`src/rtl/rr_issue_select8_if.sv`:
```
// Issue-select handshake bundle: RS ready lines in, registered grant out.
interface rr_issue_select8_if #(
   parameter int unsigned N_REQ = 8,
   parameter int unsigned IDX_W = 3
);
   localparam int unsigned CNT_W = 8;

   logic [N_REQ-1:0] req;
   logic             flush;
   logic             issue_ready;
   logic             grant_valid;
   logic [IDX_W-1:0] grant_idx;
   logic [N_REQ-1:0] grant_onehot;
   logic [CNT_W-1:0] stall_cnt;

   // Requester / consumer side (reservation station plus issue stage)
   modport master (
      output req, flush, issue_ready,
      input  grant_valid, grant_idx, grant_onehot, stall_cnt
   );

   // Selector side
   modport slave (
      input  req, flush, issue_ready,
      output grant_valid, grant_idx, grant_onehot, stall_cnt
   );
endinterface

```
`src/rtl/rr_issue_select8.sv`:
```
// Round-robin issue selector for an 8-entry reservation station.
// One registered grant slot; refilled when empty or when the consumer accepts.
module rr_issue_select8 #(
   parameter int unsigned N_REQ    = 8,
   parameter int unsigned IDX_W    = 3,
   parameter int unsigned PTR_INIT = 0
) (
   input logic               clk,
   input logic               reset,
   rr_issue_select8_if.slave bus
);
   localparam int unsigned      CNT_W   = 8;
   localparam logic [CNT_W-1:0] CNT_MAX = '1;

   typedef enum logic {
      EMPTY = 1'b0,
      HOLD  = 1'b1
   } state_t;

   state_t           state;
   logic [IDX_W-1:0] grant_idx;
   logic [N_REQ-1:0] grant_onehot;
   logic [CNT_W-1:0] stall_cnt;
   logic [IDX_W-1:0] ptr;

   logic             acc_c;
   logic             load_c;
   logic [N_REQ-1:0] cand_c;
   logic             found_c;
   logic [IDX_W-1:0] win_c;
   logic [IDX_W-1:0] scan_c;

   // Accept / refill decode; the just-accepted entry is masked out of the candidates
   assign acc_c  = (state == HOLD) & bus.issue_ready;
   assign load_c = (state == EMPTY) | acc_c;
   assign cand_c = bus.req & ~(acc_c ? grant_onehot : '0);

   // Circular first-set scan starting at the priority pointer
   always_comb begin
      found_c = 1'b0;
      win_c   = '0;
      scan_c  = '0;
      for (int unsigned k = 0; k < N_REQ; k++) begin
         scan_c = ptr + IDX_W'(k);
         if (!found_c && cand_c[scan_c]) begin
            found_c = 1'b1;
            win_c   = scan_c;
         end
      end
   end

   // Grant slot, pointer and stall counter
   always_ff @(posedge clk) begin
      if (reset) begin
         state        <= EMPTY;
         grant_idx    <= '0;
         grant_onehot <= '0;
         stall_cnt    <= '0;
         ptr          <= IDX_W'(PTR_INIT);
      end else begin
         // Pointer follows accepts even when a flush squashes the refill
         if (acc_c) begin
            ptr <= grant_idx + IDX_W'(1);
         end

         if ((state == HOLD) && !bus.issue_ready && !bus.flush && (stall_cnt != CNT_MAX)) begin
            stall_cnt <= stall_cnt + CNT_W'(1);
         end

         if (bus.flush) begin
            state        <= EMPTY;
            grant_onehot <= '0;
         end else if (load_c) begin
            if (found_c) begin
               state        <= HOLD;
               grant_idx    <= win_c;
               grant_onehot <= N_REQ'(1) << win_c;
            end else begin
               state        <= EMPTY;
               grant_onehot <= '0;
            end
         end
      end
   end

   assign bus.grant_valid  = (state == HOLD);
   assign bus.grant_idx    = grant_idx;
   assign bus.grant_onehot = grant_onehot;
   assign bus.stall_cnt    = stall_cnt;
endmodule
```
`src/flat_wrapper.sv`:
```
// flat-port wrapper written by rule: the top's interface ports become plain ports
module rr_issue_select8_flat 
#(
   parameter int unsigned N_REQ    = 8,
   parameter int unsigned IDX_W    = 3,
   parameter int unsigned PTR_INIT = 0
)
  (clk, reset, bus_req, bus_flush, bus_issue_ready, bus_grant_valid, bus_grant_idx, bus_grant_onehot, bus_stall_cnt);
  rr_issue_select8_if #(.N_REQ(N_REQ), .IDX_W(IDX_W)) bus_i ();
  input logic clk;
  input logic reset;
  input wire logic [$bits(bus_i.req)-1:0] bus_req;
  input wire logic [$bits(bus_i.flush)-1:0] bus_flush;
  input wire logic [$bits(bus_i.issue_ready)-1:0] bus_issue_ready;
  output wire logic [$bits(bus_i.grant_valid)-1:0] bus_grant_valid;
  output wire logic [$bits(bus_i.grant_idx)-1:0] bus_grant_idx;
  output wire logic [$bits(bus_i.grant_onehot)-1:0] bus_grant_onehot;
  output wire logic [$bits(bus_i.stall_cnt)-1:0] bus_stall_cnt;
  assign bus_i.req = bus_req;
  assign bus_i.flush = bus_flush;
  assign bus_i.issue_ready = bus_issue_ready;
  assign bus_grant_valid = bus_i.grant_valid;
  assign bus_grant_idx = bus_i.grant_idx;
  assign bus_grant_onehot = bus_i.grant_onehot;
  assign bus_stall_cnt = bus_i.stall_cnt;
  rr_issue_select8 #(.N_REQ(N_REQ), .IDX_W(IDX_W), .PTR_INIT(PTR_INIT)) u_core (.clk(clk), .reset(reset), .bus(bus_i));
endmodule
```
`config.mk`:
```
export PLATFORM = sky130hd
export DESIGN_NAME = rr_issue_select8_flat
export DESIGN_NICKNAME = d
export VERILOG_FILES = /design/src/rtl/rr_issue_select8_if.sv /design/src/rtl/rr_issue_select8.sv /design/src/flat_wrapper.sv
export SDC_FILE = /design/constraint.sdc
export NUM_CORES = 1
export LEC_CHECK = 0
export CAP_MARGIN = 20
export CORE_UTILIZATION = 40
export DETAILED_ROUTE_END_ITERATION = 8
export PLACE_DENSITY_LB_ADDON = 0.12
export SYNTH_ARGS = -nofsm -noshare
export SYNTH_HDL_FRONTEND = slang
export SYNTH_SLANG_ARGS = --single-unit
```
`constraint.sdc`:
```
create_clock -name clk -period 4.5 [get_ports clk]
set_input_delay 0.45 -clock clk [delete_from_list [all_inputs] [get_ports clk]]
set_output_delay 0.45 -clock clk [all_outputs]
set_load 0.02 [all_outputs]
```
==> results.md, run 1 <==
- Leak: 0.953 nW
- DRC Markers: 0
- Max FO, Critical Path: 17
- Max stage delay on crit path: approximately 0.74 ns
- Initial antenna violation count: 0
- Arrival time worst endpoint: ~4.2 ns
- Max-slew headroom: 0.422
- Final setup margin: 0.518 ns
- Yosys warnings: 0
- Wirelength per Cell: between 15 and 20 um
- # rows: 26
- Hold Path Depth: 2
- Post_cts resized: 0
- Post-synth ARST share: 0
- Pwr dens: 236 mW/mm2
- Sequential area share after synthesis: 0.213
- Simple-Gate Fraction of Synth Area: 0.276
- Vias in the first global route: roughly 1900
- Post-CTS Setup Inserts: 0
- Cells on worst reg2reg path: 9
- Critical path type: reg -> reg
- Worst Hold Class: reg -> reg
- Post-synth top cells: nand2_1 (35), dfxtp_1 (23), nor2_1 (19), nand3_1 (16), mux4_2 (9)
- Register bit total from synthesis: 23
- Cell Area, Synth: between 0.002 and 0.0025 mm2
- Largest net degree at the start of global routing: 19
- Die ar.: approximately 0.0057 mm2
- DR vias: 2166
- CTS Root Cell: clkbuf_8
- Nets: between 300 and 400
- Routed vias/inst: between 6 and 7
- Syn_area_per_cell: 8.42 um2
- Post-synth EDFFs: 0
- Total track usage: 0.224
- Worst path bufs/invs: 1
- Global-route wire length before repair: around 9.7 mm
- Final Instance Area: 0.00257 mm2
- Synth top area share: 0.213
- Clock Sinks: 23
- Compound-Gate Fraction of Synth Area: 0.278
- R2r startpoint: u_core.ptr[0]$_SDFFE_PP0N_
- Drt initial violations: approximately 170
- Crit path required time: around 4.7 ns
- Top achievable clock speed: about 250 MHz
- DP Cell Count: 350
- Multiplexer share of the synthesized area: 0.121
- Final period util: 0.885
- Worst r2r dst: u_core.bus.grant_onehot[4]$_SDFFE_PP0P_
- CTS tree: done
- # IOs: 32
- Post-place setup slack: roughly 0.65 ns
- Cell with the most instances after synthesis: nand2_1
- Final Setup Violations: 0
- Max Cap Violations: 0
- DRT antenna net count: 0
- Synth top area cells: dfxtp_1 (21%), mux4_2 (9.4%), nand2_1 (6.1%)
- Top_reg_cell synth: dfxtp_1
- Fraction of layout cells with a size suffix above 1: 0.120
- Clock latency at the later pin of the worst-skew pair: ~0.26 ns
- Yosys top cell by area: dfxtp_1
- # port buffers: 31
- Post-synth cell types: 64
- Hold Buf Count CTS: 0
- Fin. max-slew vios: 0
- Type of origin of the critical path: flip-flop
- Critical path, cell by cell: inv_1 > ha_1 > o32ai_1 > a222oi_1 > a32o_2 > nor4b_2 > a2111oi_0 > o211ai_1 > o31ai_1
- WL final: about 6.2 mm
- WHS Endpoint: u_core.bus.grant_onehot[7]$_SDFFE_PP0P_
- Final HPWL DP: between 4 and 5 mm
- Fin cells: ~350
- Largest family of logic cells by synthesized area: compound AO/OA/AOI/OAI gates
- Post-layout min period: about 4.0 ns
- Initial Util: 0.418
- CTS clock-pin slew for the worst setup and hold paths: approximately 0.08 ns
- Drt pass-1 iters: 5
- R2R setup slack: around 0.52 ns
- GPL Wtd Cong: 0.962
- Worst vdd ir: between 0.2 and 0.25 mV
- Status: finished, final reports clean
- Die Y: approximately 76 um
- Post-synthesis xor/xnor area fraction: 0.0440
- # diodes: 0
- Final hold vios: 0
- Synth Instances: about 260
- TritonCTS buffer count: 3
- Worst-Margin Slew: 0.861 ns
- H-tree depth: 1
- Adder-Cell Fraction of Synth Area: 0.0231
- Total congestion overflow: 0
- HP Start: u_core.bus.grant_onehot[7]$_SDFFE_PP0P_
- Longest Clk Path Bufs: 2
- RSZ-0062 raised after global routing: no
- Area delta synth->final: 18.6%
- Cell family with most CP delay: compound AO/OA/AOI/OAI gates
- DP Area: ~0.0025 mm2
- Die W: around 76 um
- Worst Skew: 0.00274 ns
- Total core area: about 0.0052 mm2
- Slowest cell on crit path: o32ai_1
- Critical Path End Type: flip-flop
- Setup tns final: 0 ns
- Syn Nets: roughly 270
[flip-flops by register name, indices dropped and copies added, names as in the netlist]
| register | flops |
|---|---|
| u_core.bus.grant_idx | 3 |
| u_core.bus.stall_cnt | 8 |
| u_core.bus.grant_onehot | 8 |
| u_core.ptr | 3 |
| u_core.bus.grant_valid | 1 |
[final cells by class]
cell class              count  area, um2
flip-flops and latches     23        460
repair buffers             34        333
fillers                   507       2610
multi-input cells         214       1610
well taps                  70       87.6
inverters                   9       33.8
clock buffers               4       45.0
[how the worst max path moves through the flow]
stage	start	endpoint	slack, ns	cells after the start
2_1_floorplan	u_core.ptr[0]$_SDFFE_PP0N_	u_core.bus.grant_onehot[2]$_SDFFE_PP0P_	1.02	11
3_5_place_dp	bus_issue_ready	u_core.bus.grant_onehot[0]$_SDFFE_PP0P_	0.65	9
3_3_place_gp	bus_issue_ready	u_core.bus.grant_onehot[0]$_SDFFE_PP0P_	0.67	9
6_report	u_core.ptr[0]$_SDFFE_PP0N_	u_core.bus.grant_onehot[4]$_SDFFE_PP0P_	0.52	9
4_1_cts	u_core.ptr[0]$_SDFFE_PP0N_	u_core.bus.grant_onehot[0]$_SDFFE_PP0P_	0.60	9
5_1_grt	u_core.ptr[0]$_SDFFE_PP0N_	u_core.bus.grant_onehot[0]$_SDFFE_PP0P_	0.30	9
[per-layer routing]
metal | track usage | wire, um | vias to the layer above
met5 | 0 | 0 | -
met2 | 0.346 | 2710 | 78
li1 | - | - | 1048
met1 | 0.331 | 3020 | 1025
met4 | 0.0761 | 148 | 0
met3 | 0.0132 | 320 | 15
[where the power goes]
group | internal (mW) | switching, mW
clock network | 0.0631 | 0.0656
registers | 0.212 | 0.0131
logic | 0.107 | 0.145
[worst reg2reg max path: cells and delay by family, from the launching register on]
family          cells  cell delay [ns]
compound gates      6             2.35
fa+ha+maj           1             0.51
buf+inv             1             0.13
flops               1             0.69
simple gates        1             0.21
[cells by family after synthesis]
family	after synthesis
multiplexers	15
flip-flops	23
AO/OA/AOI/OAI	74
adder cells (fa/ha/maj)	4
AND/OR/NAND/NOR	111
buffers and inverters	20
XOR/XNOR	10
[placed cells by master, fill, tap and decap left out, drive strengths merged, types with 7 or more instances in the layout]
master         count
nand2             35
clkdlybuf4s50     31
dfxtp             23
nor2              19
nand3             16
and3              10
mux4               9
nand2b             9
inv                9
a21oi              7
xor2               7
o21ai              7
[metrics by stage]
| stage | power, mW | hold slack, ns | util |
|---|---|---|---|
| 2_1_floorplan | 0.405 | 0.522 | - |
| 3_3_place_gp | 0.479 | 0.473 | 0.487 |
| 3_5_place_dp | 0.476 | 0.472 | 0.487 |
| 4_1_cts | 0.604 | 0.487 | 0.496 |
| 5_1_grt | 0.636 | 0.502 | 0.496 |
| 6_report | 0.606 | 0.489 | 0.496 |
No activity file was read; power rests on OpenSTA's default activity.
==> run 2: changes to the inputs <==
--- a/config.mk
+++ b/config.mk
@@ -7,6 +7,7 @@
 export LEC_CHECK = 0
 export CAP_MARGIN = 20
 export CORE_UTILIZATION = 40
+export CTS_CLUSTER_DIAMETER = 30
 export DETAILED_ROUTE_END_ITERATION = 8
 export PLACE_DENSITY_LB_ADDON = 0.12
 export SYNTH_ARGS = -nofsm -noshare
==> results of run 2 <==
No change in the layout: final DEF, timing and power equal those of run 1.
==> run 3: changes to the inputs <==
--- a/config.mk
+++ b/config.mk
@@ -6,6 +6,9 @@
 export NUM_CORES = 1
 export LEC_CHECK = 0
 export CAP_MARGIN = 20
+export CELL_PAD_IN_SITES_DETAIL_PLACEMENT = 0
+export CELL_PAD_IN_SITES_GLOBAL_PLACEMENT = 1
+export CORE_MARGIN = 2
 export CORE_UTILIZATION = 40
 export CTS_CLUSTER_DIAMETER = 30
 export DETAILED_ROUTE_END_ITERATION = 8
@@ -13,3 +16,4 @@
 export SYNTH_ARGS = -nofsm -noshare
 export SYNTH_HDL_FRONTEND = slang
 export SYNTH_SLANG_ARGS = --single-unit
+export TNS_END_PERCENT = 5
==> run 3 against run 2 <==
  * Core utilization is essentially flat
  * Highest routed layer unchanged
  * Largest cell class unchanged
  * Critical path type unchanged
  * Clock power about the same
  * Flip-flop and latch count is the same
  * Final area is essentially flat
  * Wire length increased by 4.6%
  * Combinational power hardly changed
  * Die area up 5.4%
  * Clock skew shrank 0.0015 ns
  * Sequential power about the same
  * Global-route usage down 0.91 points
==> results.md, run 3 (synthesis gave the netlist of run 1 again) <==
- Max-slew headroom: 0.362 (was 0.422)
- Reg area: 460 um2 (unchanged)
- Post-place setup slack: 0.651 ns (was 0.653 ns)
- Most common cell after layout, fill and taps aside: nand2_1 (unchanged)
- Final hold vios: 0 (unchanged)
- Total congestion overflow: 0 (unchanged)
- Die Y: 77.5 um (was 75.5 um)
- Hold Buf Count CTS: 0 (unchanged)
- Global-route wire length before repair: 10.4 mm (was 9.74 mm)
- Critical Path End Type: flip-flop (unchanged)
- Fin cells: 354 (unchanged)
- # IOs: 32 (unchanged)
- Worst Hold Class: reg -> reg (unchanged)
- CTS tree: done (unchanged)
- Pwr dens: 236 mW/mm2 (about the same)
- Post-layout min period: 4.06 ns (was 3.98 ns)
- WL final: 6.48 mm (was 6.19 mm)
- Status: finished, final reports clean (unchanged)
- Post-CTS Setup Inserts: 0 (unchanged)
- Crit path required time: 4.68 ns (about the same)
- WHS Endpoint: u_core.bus.grant_onehot[6]$_SDFFE_PP0P_ (was u_core.bus.grant_onehot[7]$_SDFFE_PP0P_)
- Wirelength per Cell: 18.3 um (was 17.5 um)
- Worst r2r dst: u_core.bus.grant_onehot[0]$_SDFFE_PP0P_ (was u_core.bus.grant_onehot[4]$_SDFFE_PP0P_)
- DRC Markers: 0 (unchanged)
- Commonest non-fill, non-tap cells in the layout: nand2_1 (35), clkdlybuf4s50_1 (31), dfxtp_1 (23) (unchanged)
- Drt initial violations: 276 (was 167)
- Arrival time worst endpoint: 4.24 ns (was 4.16 ns)
- CTS Root Cell: clkbuf_8 (unchanged)
- Final HPWL DP: 4.92 mm (was 4.78 mm)
- Max FO, Critical Path: 17 (unchanged)
- Top flop regs: u_core.bus.grant_onehot: 8 flops, u_core.bus.stall_cnt: 8 flops (unchanged)
- Worst Skew: 0.00127 ns (was 0.00274 ns)
- # rows: 26 (unchanged)
- Clock Sinks: 23 (unchanged)
- Max Cap Violations: 0 (unchanged)
- Largest net degree at the start of global routing: 19 (unchanged)
- Area occupied by multi-input gates: 0.00161 mm2 (unchanged)
- Total core area: 0.00517 mm2 (unchanged)
- H-tree depth: 1 (unchanged)
- Critical path type: reg -> reg (unchanged)
- Routed vias/inst: 6.19 (was 6.12)
- R2R setup slack: 0.44 ns (was 0.52 ns)
- DP Cell Count: 350 (unchanged)
- Die W: 77.5 um (was 75.5 um)
- Initial antenna violation count: 0 (unchanged)
- Drt pass-1 iters: 5 (unchanged)
- Fraction of layout cells with a size suffix above 1: 0.123 (was 0.120)
- # diodes: 0 (unchanged)
- R2r startpoint: u_core.ptr[0]$_SDFFE_PP0N_ (unchanged)
- Final Setup Violations: 0 (unchanged)
- Post_cts resized: 0 (unchanged)
- Die ar.: 0.00601 mm2 (was 0.00571 mm2)
- Final period util: 0.903 (was 0.885)
- Worst-Margin Slew: 0.949 ns (was 0.861 ns)
- Worst vdd ir: 0.171 mV (was 0.229 mV)
- Clock latency at the later pin of the worst-skew pair: 0.26 ns (about the same)
- TritonCTS buffer count: 3 (unchanged)
- DRT antenna net count: 0 (unchanged)
- Initial Util: 0.418 (unchanged)
- # port buffers: 31 (unchanged)
- Setup tns final: 0 ns (unchanged)
- Hold Path Depth: 2 (unchanged)
- Final-layout fill cell count: 509 (was 507)
- DR vias: 2191 (was 2166)
- Area delta synth->final: 18.7% (was 18.6%)
- Vias in the first global route: 1991 (was 1879)
- Cells on worst reg2reg path: 9 (unchanged)
- Type of origin of the critical path: flip-flop (unchanged)
- Fin. max-slew vios: 0 (unchanged)
- Total track usage: 0.215 (was 0.224)
- Longest Clk Path Bufs: 2 (unchanged)
- Top achievable clock speed: 246 MHz (was 251 MHz)
- Nets: 301 (unchanged)
- Fin util: 0.496 (about the same)
- HP Start: u_core.bus.grant_onehot[6]$_SDFFE_PP0P_ (was u_core.bus.grant_onehot[7]$_SDFFE_PP0P_)
- Total power: 0.607 mW (was 0.606 mW)
- Final setup margin: 0.437 ns (was 0.518 ns)
- CTS clock-pin slew for the worst setup and hold paths: 0.08 ns (about the same)
- GPL Wtd Cong: 0.888 (was 0.962)
- RSZ-0062 raised after global routing: no (unchanged)
- Leak: 0.956 nW (was 0.953 nW)
[run 3: changes by cell type in the layout (fill, tap and decap cells not counted)]
cell / before / now
clkbuf_1: 1 / 0
clkinv_2: 0 / 1
[run 3: worst max-delay path, cell delays in order, from the launching register on]
cell       delay [ns]
dfxtp_1          0.66
inv_1            0.12
ha_1             0.52
o32ai_1          0.78
a222oi_1         0.25
a32o_2           0.34
nor4b_2          0.21
a2111oi_0        0.51
o211ai_1         0.30
o31ai_1          0.26
[run 3: worst max-delay path by stage]
stage	from	to	slack, ns	depth (start not counted)
2_1_floorplan	u_core.ptr[0]$_SDFFE_PP0N_	u_core.bus.grant_onehot[2]$_SDFFE_PP0P_	1.02	11
3_3_place_gp	u_core.ptr[0]$_SDFFE_PP0N_	u_core.bus.grant_onehot[0]$_SDFFE_PP0P_	0.70	9
3_5_place_dp	bus_issue_ready	u_core.bus.grant_onehot[0]$_SDFFE_PP0P_	0.65	9
4_1_cts	u_core.ptr[0]$_SDFFE_PP0N_	u_core.bus.grant_onehot[0]$_SDFFE_PP0P_	0.50	9
5_1_grt	u_core.ptr[0]$_SDFFE_PP0N_	u_core.bus.grant_onehot[0]$_SDFFE_PP0P_	0.08	9
6_report	u_core.ptr[0]$_SDFFE_PP0N_	u_core.bus.grant_onehot[0]$_SDFFE_PP0P_	0.44	9
[run 3: area by class of cell]
cell class / count / share of cell area
Multi-Input combinational cell: 214 / 0.626
Clock buffer: 3 / 0.0161
Clock inverter: 1 / 0.00195
Sequential cell: 23 / 0.179
Tap cell: 70 / 0.0341
Timing Repair Buffer: 34 / 0.130
Inverter: 9 / 0.0132
[run 3: power by group]
group / internal [mW] / leakage, nW / switching, mW
combinational: 0.108 / 0.743 / 0.149
clock: 0.0617 / 0.0255 / 0.0643
sequential: 0.212 / 0.187 / 0.0129
[run 3: stage by stage]
step,cell area [um2],hold WS (ns)
floorplan,2160,0.522
global placement,2520,0.471
detailed placement,2520,0.471
CTS,2570,0.484
global route,2570,0.496
finish,2570,0.487
[run 3: routing by layer]
| layer | track usage | part of all wire | up-vias |
|---|---|---|---|
| met5 | 0 | 0 | - |
| met4 | 0.0625 | 0.015 | 0 |
| met3 | 0.0209 | 0.062 | 10 |
| met2 | 0.330 | 0.45 | 91 |
| met1 | 0.318 | 0.47 | 1036 |
| li1 | - | - | 1054 |
